===== src/rtl/bitrev_addr_gen.sv =====
// Bit/digit-reversed address sweep generator for NTT/NWC stages.
// Walks 0..2^W-1 and streams each index with its reversed counterpart over valid/ready.
module bitrev_addr_gen #(
  parameter int unsigned D_WIDTH    = 12,
  parameter int unsigned RADIX_BITS = 2,
  parameter int unsigned MAX_L      = 6,
  parameter int unsigned L_WIDTH    = 3
) (
  input  logic               clk,
  input  logic               rst,
  input  logic               start,
  input  logic [L_WIDTH-1:0] l,
  input  logic               mode,
  output logic               busy,
  output logic               cfg_err,
  output logic               out_valid,
  input  logic               out_ready,
  output logic [D_WIDTH-1:0] out_idx,
  output logic [D_WIDTH-1:0] out_rev,
  output logic               out_last,
  output logic               done
);

  localparam int unsigned C_WIDTH = D_WIDTH + 1;
  localparam int unsigned I_WIDTH = $clog2(D_WIDTH);

  typedef enum logic [1:0] {IDLE, RUN, DONE} state_t;

  state_t               state, state_d;
  logic [L_WIDTH-1:0]   l_q, l_d;
  logic                 mode_q, mode_d;
  logic [C_WIDTH-1:0]   cnt, cnt_d;
  logic [C_WIDTH-1:0]   span;
  logic [D_WIDTH-1:0]   cnt_rev;
  logic                 cfg_ok;
  logic                 busy_d, cfg_err_d, valid_d, last_d, done_d;
  logic [D_WIDTH-1:0]   idx_d, rev_d;

  // Bit i of idx lands at its mirrored position inside the low W bits; bits >= W stay 0.
  function automatic logic [D_WIDTH-1:0] reverse(input logic [D_WIDTH-1:0] idx,
                                                 input logic [L_WIDTH-1:0] digits,
                                                 input logic digit_mode);
    int unsigned w;
    int unsigned nd;
    int unsigned pos;
    logic [D_WIDTH-1:0] r;
    nd = 32'(digits);
    w  = RADIX_BITS * nd;
    r  = '0;
    for (int unsigned i = 0; i < D_WIDTH; i++) begin
      if (i < w) begin
        if (digit_mode)
          pos = (nd - 1 - i / RADIX_BITS) * RADIX_BITS + i % RADIX_BITS;
        else
          pos = w - 1 - i;
        r[I_WIDTH'(pos)] = idx[I_WIDTH'(i)];
      end
    end
    return r;
  endfunction

  assign cnt_rev = reverse(cnt[D_WIDTH-1:0], l_q, mode_q);
  assign span    = C_WIDTH'(1) << (RADIX_BITS * 32'(l_q));
  assign cfg_ok  = (l != '0) && (32'(l) <= MAX_L);

  always_ff @(posedge clk or posedge rst) begin
    if (rst) begin
      state     <= IDLE;
      l_q       <= '0;
      mode_q    <= 1'b0;
      cnt       <= '0;
      busy      <= 1'b0;
      cfg_err   <= 1'b0;
      out_valid <= 1'b0;
      out_idx   <= '0;
      out_rev   <= '0;
      out_last  <= 1'b0;
      done      <= 1'b0;
    end else begin
      state     <= state_d;
      l_q       <= l_d;
      mode_q    <= mode_d;
      cnt       <= cnt_d;
      busy      <= busy_d;
      cfg_err   <= cfg_err_d;
      out_valid <= valid_d;
      out_idx   <= idx_d;
      out_rev   <= rev_d;
      out_last  <= last_d;
      done      <= done_d;
    end
  end

  // Next-state and registered-output logic; a load happens when the slot is free and cnt < 2^W.
  always_comb begin
    state_d   = state;
    l_d       = l_q;
    mode_d    = mode_q;
    cnt_d     = cnt;
    busy_d    = (state == RUN);
    cfg_err_d = 1'b0;
    valid_d   = out_valid;
    idx_d     = out_idx;
    rev_d     = out_rev;
    last_d    = out_last;
    done_d    = 1'b0;
    case (state)
      IDLE: begin
        if (start) begin
          if (cfg_ok) begin
            state_d = RUN;
            l_d     = l;
            mode_d  = mode;
            cnt_d   = '0;
          end else begin
            cfg_err_d = 1'b1;
          end
        end
      end
      RUN: begin
        if (out_valid && out_ready && out_last) begin
          valid_d = 1'b0;
          last_d  = 1'b0;
          done_d  = 1'b1;
          state_d = DONE;
        end else if ((!out_valid || out_ready) && (cnt != span)) begin
          valid_d = 1'b1;
          idx_d   = cnt[D_WIDTH-1:0];
          rev_d   = cnt_rev;
          last_d  = (cnt == span - C_WIDTH'(1));
          cnt_d   = cnt + C_WIDTH'(1);
        end
      end
      DONE: state_d = IDLE;
      default: state_d = IDLE;
    endcase
  end

endmodule

===== config.mk =====
export PLATFORM = sky130hd
export DESIGN_NAME = bitrev_addr_gen
export DESIGN_NICKNAME = d
export VERILOG_FILES = /design/src/rtl/bitrev_addr_gen.sv
export SDC_FILE = /design/constraint.sdc
export NUM_CORES = 1
export LEC_CHECK = 0
export CAP_MARGIN = 20
export CORE_AREA = 2 2 95 97
export CTS_BUF_LIST = sky130_fd_sc_hd__clkbuf_4 sky130_fd_sc_hd__clkbuf_8
export CTS_CLUSTER_DIAMETER = 60
export DETAILED_ROUTE_END_ITERATION = 16
export DIE_AREA = 0 0 97 99
export GPL_TIMING_DRIVEN = 0
export PLACE_DENSITY_LB_ADDON = 0.3
export SLEW_MARGIN = 20
export SYNTH_ARGS = -nofsm -noshare
export SYNTH_HDL_FRONTEND = slang
export SYNTH_SLANG_ARGS = --single-unit

===== constraint.sdc =====
create_clock -name clk -period 3.66 [get_ports clk]
set_clock_uncertainty 0.2 [all_clocks]
set_input_delay 0.366 -clock clk [delete_from_list [all_inputs] [get_ports clk]]
set_output_delay 0.366 -clock clk [all_outputs]
set_load 0.005 [all_outputs]

==> Word-level counts from Yosys, hierarchy flattened <==
Index checks and enable logic that the tools add are counted.
{ "classes": {"n_addsub": 26, "n_lt_le_gt_ge": 37, "n_eq_ne": 8, "n_shift": 1, "n_mux": 89, "n_bitwise": 2, "n_reduce_logical": 27} }
{ "op_table": {"columns": ["op", "count"], "rows": [
  ["$mux W12", 12],
  ["$bwmux W12", 11],
  ["$mux W4", 24],
  ["$lt A4 B5 Y1 const B", 12],
  ["$mux W13", 4],
  ["$demux W1 S4", 12],
  ["$ge A4 B1 Y1 const B", 12],
  ["$pmux W13 S2", 1],
  ["$mux W1", 21],
  ["$add A4 B1 Y4 const B", 5],
  ["$logic_and A1 B1 Y1", 16],
  ["$lt A3 B4 Y1 const A", 4],
  ["$lt A4 B4 Y1 const A", 4],
  ["$sub A4 B3 Y4 const B", 4],
  ["$sub A4 B4 Y4 const B", 4],
  ["$add A13 B1 Y13 const B", 1],
  ["$eq A13 B13 Y1", 1],
  ["$ne A13 B13 Y1", 1],
  ["$shl A1 B4 Y13 const A", 1],
  ["$sub A13 B1 Y13 const B", 1],
  ["$and A12 B12 Y12", 1],
  ["$reduce_and A3 Y1", 3],
  ["$lt A1 B4 Y1 const A", 2],
  ["$lt A2 B4 Y1 const A", 2],
  ["20 further kinds", 31]
]} }
{ "word_totals": {"ff_bits": 48, "output_inout_bits": 29} }

==> Depth between registers and ports, before layout <==
Gate-level depths: netlist (run 1).
{ "logic_depth": {"ltp_word": 31, "mapped_depth": 13, "mapped_depth_nobuf": 8} }

==> Least setup slack after synthesis (run 1) <==
OpenSTA, ideal clock, no wires.
{ "synth_timing": {"path_type": "reg2reg", "startpoint": "register l_q[0]", "endpoint": "register out_idx[11]", "setup_ps": 125, "t_arrival_ps": 2647, "required_time_ps": 3335, "slack_ps": 689, "stages_incl_launch_ff": 13, "synth_period_minus_slack_ps": 2971, "cell_sequence": "dfrtp_1 buf_2 inv_1 clkbuf_1 ha_1 buf_2 nor4bb_1 nor3_1 nor4_2 a21o_1 buf_6 buf_8 mux2_2"} }
{ "synth_between": {"elab_chain_cells": 4} }
{ "synth_rtl": {"columns": ["item", "line", "rtl"], "rows": [
  ["from (decl)", "30", "logic [L_WIDTH-1:0] l_q, l_d;"],
  ["from (signal assigned)", "81", "l_q <= l_d;"],
  ["$shl A1 B4 Y13", "63", "assign span = C_WIDTH'(1) << (RADIX_BITS * 32'(l_q));"],
  ["$ne A13 B13 Y1", "126", "end else if ((!out_valid || out_ready) && (cnt != span)) begin"],
  ["$logic_and A1 B1 Y1", "126", null],
  ["$reduce_and A3 Y1 (no line)", null, null],
  ["to (signal assigned)", "87", "out_idx <= idx_d;"],
  ["to (decl)", "18", "output logic [D_WIDTH-1:0] out_idx,"]
]} }
Every way passes these cells.
A chain may end at the register's enable or synchronous reset.

==> Final worst setup path (run 1) <==
{ "layout_timing": {"startpoint": "register l_q[1]", "endpoint": "register out_rev[7]"} }
{ "layout_between": {"elab_chain_cells": 31} }
{ "layout_rtl": {"columns": ["item", "line", "rtl"], "rows": [
  ["branches (longest 31 deep; another with $lt A4 B5 Y1)", null, null],
  ["to (signal assigned)", "88", "out_rev <= rev_d;"],
  ["to (decl)", "19", "output logic [D_WIDTH-1:0] out_rev,"]
]} }
Parallel ways; which one is timed is not known. The select of a mux whose other input is x is not followed.

==> flow_metrics.py, run 1 <==
metrics = {
    "outcome": {
        "status": "complete, no violations",
    },
    "yosys": {
        "synth-edff-count": 0,
        "ys_seq_area_share_pct": 31.6,
        "synth_fp_nets": 490,
        "synth_ff_type": "dfrtp_1",
        "async_flop_share_pct": 100,
        "syn_area_per_cell_um2": 7.98,
        "yosysMostFrequentCell": "nor2_1",
        "ys_warn_count": 0,
        "synth_cell_type_count": 67,
        "synth_common_cells": "nor2_1, dfrtp_1, nand2_1",
        "synth_top_area_share_pct": 31.6,
        "synthCells": 476,
        "netlist_area_um2": 3800,
        "synthTopCellsByArea": "dfrtp_1, nor2_1, o21ai_0",
        "synth_area_leader_cell": "dfrtp_1",
        "ys_ff_latch": 48,
    },
    "clock_tree": {
        "clock_latency_ns": 0.32,
        "clockBufferDepth": 2,
        "cts_root_buffer": "clkbuf_8",
        "path_clk_slew_ns": 0.10,
        "cts_buffers": 5,
        "cts_setup_buffers": 0,
        "tritoncts": "built",
        "clkSinkCount": 48,
        "htreeDepth": 2,
    },
    "grt": {
        "grt_start_max_net_pins": 36,
        "grt_pass1_wl_um": 20900,
        "grt_overflow": 0,
        "track_usage_pct": 27.7,
        "grt_pass1_vias": 3777,
        "antenna_found_initial": 0,
    },
    "placed_design": {
        "port_buffers": 36,
        "post-dp-hpwl_um": 9700,
        "gp_congestion": 0.988,
    },
    "power_and_ir_drop": {
        "p_per_area_nw_per_um2": 788,
        "finalPower_mw": 3.48,
        "leakage_nw": 1.76,
        "ir_worst_vdd_mv": 0.332,
    },
    "cells_and_area": {
        "drive_above_1_share_pct": 11.1,
        "fin_util_pct": 51.6,
        "nFillCells": 810,
        "nets": 534,
        "synthToLayoutAreaGrowth_pct": 16.3,
        "antennaDiodeCount": 0,
    },
    "timing": {
        "rsz0062_at_grt": "no",
        "setup_viol": 0,
        "max_slew.worst_pin.slew_ns": 0.762,
        "fin_crit_ns": 3.46,
        "relSlewSlack_pct": 49.2,
        "fin_crit_sh_pct": 94.5,
        "finalHoldViolations": 0,
        "slew_violations": 0,
        "fin_tns_setup_ns": 0,
        "max_freq_mhz": 289,
    },
    "critical_path": {
        "crit_arrival_ns": 3.46,
        "cp-start-kind": "flop",
        "r2r_cells": 11,
        "cp_data_required_time_ns": 3.66,
        "endpoint_kind": "flop",
        "critPathKind": "reg -> reg",
        "path_max_fanout": 10,
        "regToRegEndpoint": "out_rev[7]",
        "r2r_slack_ns": 0.20,
        "r2r-start": "l_q[1]",
    },
    "routing": {
        "drc": 0,
        "via_per_inst": 6.53,
        "dr.pass1.iters": 6,
        "drtIter0Drc": 543,
        "dr_total_vias": 4106,
        "wl_per_cell_um": 21.3,
        "ant_nets": 0,
        "wirelength_um": 13400,
    },
    "floorplanning": {
        "die_h_um": 99,
        "row_count": 34,
        "die_area_um2": 9600,
        "fp.dieW_um": 97,
        "core_area_um2": 8550,
        "start_util_pct": 44.4,
        "ios": 37,
    },
    "worst_hold_path": {
        "hp-class": "in -> async",
    },
    "flow_run": {
        "maxCapViolCount": 0,
    },
}
timing repair:
item                       in CTS  in global routing
resized for setup               1                  2
setup endpoints to repair       4                  2
hold buffers                    0                  0
hold endpoints to repair        0                  0
how the worst max path moves through the flow:
stage | slack (ns) | to | from
2_1_floorplan | 0.69 | out_idx[11] | l_q[0]
3_3_place_gp | 0.07 | out_rev[3] | l_q[0]
3_5_place_dp | 0.008 | out_idx[5] | l_q[0]
4_1_cts | 0.28 | out_idx[5] | l_q[0]
5_1_grt | 0.07 | out_idx[5] | l_q[0]
6_report | 0.20 | out_rev[7] | l_q[1]
sequential cells by signal, summed over array words and instances (netlist names), 2 cells and up:
register  count
cnt          13
out_idx      12
out_rev      12
l_q           3
state         2
cell families after synthesis:
group	count (synthesis)	synth area share [%]
AO/OA/AOI/OAI	134	23.6
flip-flops	48	31.6
buffers and inverters	58	7.02
XOR/XNOR	13	3.00
multiplexers	22	6.26
AND/OR/NAND/NOR	195	26.5
adder cells (fa/ha/maj)	6	1.98
routing by layer:
layer  vias to the layer above  part of all wire (%)  GRT usage (%)
li1                       1826                     -              -
met1                      1931                    44           39.2
met2                       295                    42           42.1
met3                        54                   9.5           4.40
met4                         0                   4.5           11.9
met5                         -                     0              0
cell usage in the layout, fill, tap and decap left out, types with 3 or more instances in the layout:
| cell type | synthesis | routed |
|---|---|---|
| a31o_2 | 3 | 3 |
| nor3_1 | 15 | 15 |
| ha_1 | 6 | 6 |
| buf_2 | 18 | 18 |
| xnor2_1 | 12 | 12 |
| nand3_1 | 16 | 16 |
| a221oi_1 | 5 | 5 |
| or3_1 | 5 | 5 |
| nor3b_1 | 4 | 4 |
| buf_1 | 3 | 3 |
| o221ai_1 | 3 | 3 |
| nor4_1 | 5 | 5 |
| clkbuf_1 | 21 | 19 |
| mux2_2 | 14 | 14 |
| inv_1 | 12 | 11 |
| mux2i_1 | 8 | 8 |
| clkbuf_8 | 0 | 6 |
| a21oi_1 | 21 | 21 |
| o311a_1 | 3 | 3 |
| nand2_1 | 44 | 44 |
| clkdlybuf4s50_1 | 0 | 36 |
| and3_1 | 3 | 3 |
| o21ai_0 | 37 | 37 |
| a211oi_1 | 4 | 4 |
| o22ai_1 | 9 | 9 |
| nor2_1 | 52 | 52 |
| o41ai_1 | 3 | 3 |
| a32oi_1 | 5 | 5 |
| nand4_1 | 7 | 7 |
| o211ai_1 | 5 | 5 |
| a31oi_1 | 7 | 7 |
| dfrtp_1 | 48 | 48 |
| nor2b_1 | 13 | 13 |
| nand2b_1 | 13 | 13 |
| o31ai_1 | 5 | 5 |
| a22oi_1 | 4 | 4 |
through the flow:
step | hold slack, ns | instance area (um^2) | worst slack [ns] | cells
floorplan | 0.267 | 3800 | 0.689 | 476
finish | 0.120 | 4410 | 0.201 | 629
global route | 0.146 | 4410 | 0.0715 | 629
CTS | 0.124 | 4410 | 0.281 | 629
global placement | 0.266 | 4290 | 0.0708 | 620
detailed placement | 0.269 | 4310 | 0.00810 | 621
critical path, stage by stage, from the launching register on:
cell and delay (ns):
dfrtp_1 0.46, clkbuf_1 0.38, inv_1 0.34, ha_1 0.29, buf_2 0.16, clkbuf_1 0.26, nor2_1 0.36, nand3_1 0.19
o22ai_1 0.16, a31o_2 0.12, o21ai_0 0.12, mux2_2 0.31
final cells by class:
| class | instances | area [um^2] | area share (%) |
|---|---|---|---|
| plain buffers | 45 | 220 | 4.99 |
| inverters | 13 | 48.8 | 1.11 |
| multi-input cells | 370 | 2330 | 52.7 |
| repair buffers | 37 | 380 | 8.62 |
| clock inverters | 2 | 17.5 | 0.397 |
| flip-flops and latches | 48 | 1200 | 27.2 |
| clock buffers | 6 | 82.6 | 1.87 |
| well taps | 108 | 135 | 3.06 |
power by group:
group	total, mW	switching (mW)	internal, mW
clock	0.364	0.206	0.159
combinational	2.34	1.47	0.868
sequential	0.775	0.106	0.669
Note: power is estimated with default switching activity, not from simulation.
==> inputs of run 2 (changes only) <==
--- a/config.mk
+++ b/config.mk
@@ -6,11 +6,11 @@
 export NUM_CORES = 1
 export LEC_CHECK = 0
 export CAP_MARGIN = 20
-export CORE_AREA = 2 2 95 97
+export CORE_AREA = 2 2 73 127
 export CTS_BUF_LIST = sky130_fd_sc_hd__clkbuf_4 sky130_fd_sc_hd__clkbuf_8
 export CTS_CLUSTER_DIAMETER = 60
 export DETAILED_ROUTE_END_ITERATION = 16
-export DIE_AREA = 0 0 97 99
+export DIE_AREA = 0 0 75 129
 export GPL_TIMING_DRIVEN = 0
 export PLACE_DENSITY_LB_ADDON = 0.3
 export SLEW_MARGIN = 20
==> flow_metrics.py, run 2 (same netlist as run 1, synthesis figures left out) <==
metrics = {
    "outcome": {
        "status": "complete, no violations",
    },
    "timing": {
        "max_slew.worst_pin.slew_ns": 0.770,
        "finalHoldViolations": 0,
        "fin_crit_sh_pct": 93.9,
        "slew_violations": 0,
        "fin_crit_ns": 3.44,
        "rsz0062_at_grt": "no",
        "relSlewSlack_pct": 48.7,
        "fin_tns_setup_ns": 0,
        "setup_viol": 0,
        "max_freq_mhz": 291,
    },
    "placed_design": {
        "port_buffers": 36,
        "post-dp-hpwl_um": 11500,
        "gp_congestion": 1.01,
        "dpl.cell_count": 630,
    },
    "cells_and_area": {
        "final_cells": 638,
        "top_register": "cnt",
        "final_common_cell": "nor2_1",
        "drive_above_1_share_pct": 10.9,
        "reg_top3": "cnt (13), out_idx (12), out_rev (12)",
        "synthToLayoutAreaGrowth_pct": 16.4,
        "layout_common_cells": "nor2_1, dfrtp_1, nand2_1",
        "largest_reg_flops": 13,
        "fin_util_pct": 51.3,
        "nets": 534,
        "antennaDiodeCount": 0,
    },
    "critical_path": {
        "crit_arrival_ns": 3.49,
        "critPathSlowestCell": "dfrtp_1",
        "crit_path_cell_trace": "clkbuf_1, inv_1, ha_1, clkbuf_1, nand2_1, nor2_1, a32oi_1, a221oi_1, o21ai_0, o21ai_0",
        "critPathTopFamily": "buffers and inverters",
        "cp-start-kind": "flop",
        "cp_slowest_stage_delay_ns": 0.45,
        "cp_data_required_time_ns": 3.71,
        "endpoint_kind": "flop",
        "path_max_fanout": 10,
        "critPathKind": "reg -> reg",
        "path_buf_inv": 3,
    },
    "routing": {
        "ant_nets": 0,
        "wl_per_cell_um": 24.0,
        "wirelength_um": 15300,
        "drtIter0Drc": 519,
        "dr.pass1.iters": 5,
        "dr_total_vias": 4104,
        "drc": 0,
        "via_per_inst": 6.43,
    },
    "grt": {
        "grt_pass1_vias": 4047,
        "track_usage_pct": 33.3,
        "grt_start_max_net_pins": 26,
        "antenna_found_initial": 0,
        "grt_pass1_wl_um": 23400,
        "grt_overflow": 0,
    },
    "clock_tree": {
        "cts_hold_buf": 0,
        "tritoncts": "built",
        "cts_buffers": 5,
        "clockBufferDepth": 2,
        "clock_latency_ns": 0.32,
        "clkSinkCount": 48,
        "path_clk_slew_ns": 0.10,
        "htreeDepth": 2,
        "cts_root_buffer": "clkbuf_8",
    },
    "power_and_ir_drop": {
        "pwr-share-comb_pct": 68.1,
        "clkPwrFrac_pct": 10.2,
        "seqPwrFrac_pct": 21.7,
        "ir_worst_vdd_mv": 0.482,
        "p_per_area_nw_per_um2": 799,
        "p_sw_share_pct": 52.2,
        "cell_internal_pwr_mw": 1.69,
        "leakage_nw": 1.76,
        "p_switching_mw": 1.84,
    },
    "floorplanning": {
        "fp.dieW_um": 75,
        "die_area_um2": 9680,
        "ios": 37,
        "row_count": 45,
        "core_area_um2": 8610,
        "die_h_um": 129,
        "start_util_pct": 44.1,
    },
    "worst_hold_path": {
        "hp-class": "in -> async",
    },
    "flow_run": {
        "maxCapViolCount": 0,
    },
}
## run 2: layer usage
metal / share of wire, % / track usage, % / vias up
met2: 51 / 58.0 / 238
met3: 5.7 / 5.56 / 87
met1: 35 / 35.0 / 1948
met4: 8.1 / 22.7 / 0
met5: 0 / 0 / -
li1: - / - / 1831
## run 2: path summary, 6_finish.rpt
check | startpoint | end | slack, ns | cells past startpoint
max | l_q[1] | out_rev[0] | 0.22 | 10
min | rst | cnt[7] | 0.21 | 2
max reg2reg | l_q[1] | out_rev[0] | 0.22 | 10
min reg2reg | out_rev[10] | out_rev[10] | 0.28 | 2
max in group asynchronous | rst | cfg_err | 2.53 | 3
min in group clk | out_rev[10] | out_rev[10] | 0.28 | 2
## run 2: per-stage QoR
stage | instance area [um^2] | hold slack (ns) | power, mW | setup WS [ns]
CTS | 4420 | 0.229 | 3.47 | 0.00376
global route | 4420 | 0.255 | 3.74 | 0.000834
detailed placement | 4320 | 0.266 | 3.11 | 0.0365
floorplan | 3800 | 0.267 | 2.28 | 0.689
finish | 4420 | 0.208 | 3.53 | 0.223
global placement | 4300 | 0.265 | 3.12 | 0.0786
## run 2: final cells by class
class	count	area, um^2
buffer	45	219
clock buffer	6	82.6
clock inverter	2	13.8
fill	862	4190
inverter	13	48.8
multi-input combinational	370	2330
sequential	48	1200
tap	117	146
timing repair buffer	37	380
## run 2: power groups by stage
stage / sequential, mW / combinational (mW) / clock [mW]
2_1_floorplan: 0.764 / 1.52 / 0
3_3_place_gp: 0.771 / 2.35 / 0
3_5_place_dp: 0.778 / 2.33 / 0
4_1_cts: 0.767 / 2.34 / 0.362
5_1_grt: 0.783 / 2.58 / 0.384
6_report: 0.767 / 2.40 / 0.359
## run 2: worst register-to-register path, cell delays in order (launching register included)
cell and delay (ns):
dfrtp_1 0.45, clkbuf_1 0.38, inv_1 0.30, ha_1 0.43, clkbuf_1 0.40, nand2_1 0.25, nor2_1 0.37, a32oi_1 0.11
a221oi_1 0.23, o21ai_0 0.11, o21ai_0 0.14
## run 2: repair_timing
item / CTS / global route
resized for setup: 0 / 2
buffers inserted: 0 / 0
hold endpoints to repair: 0 / 0
endpoints found under the setup margin: 0 / 22
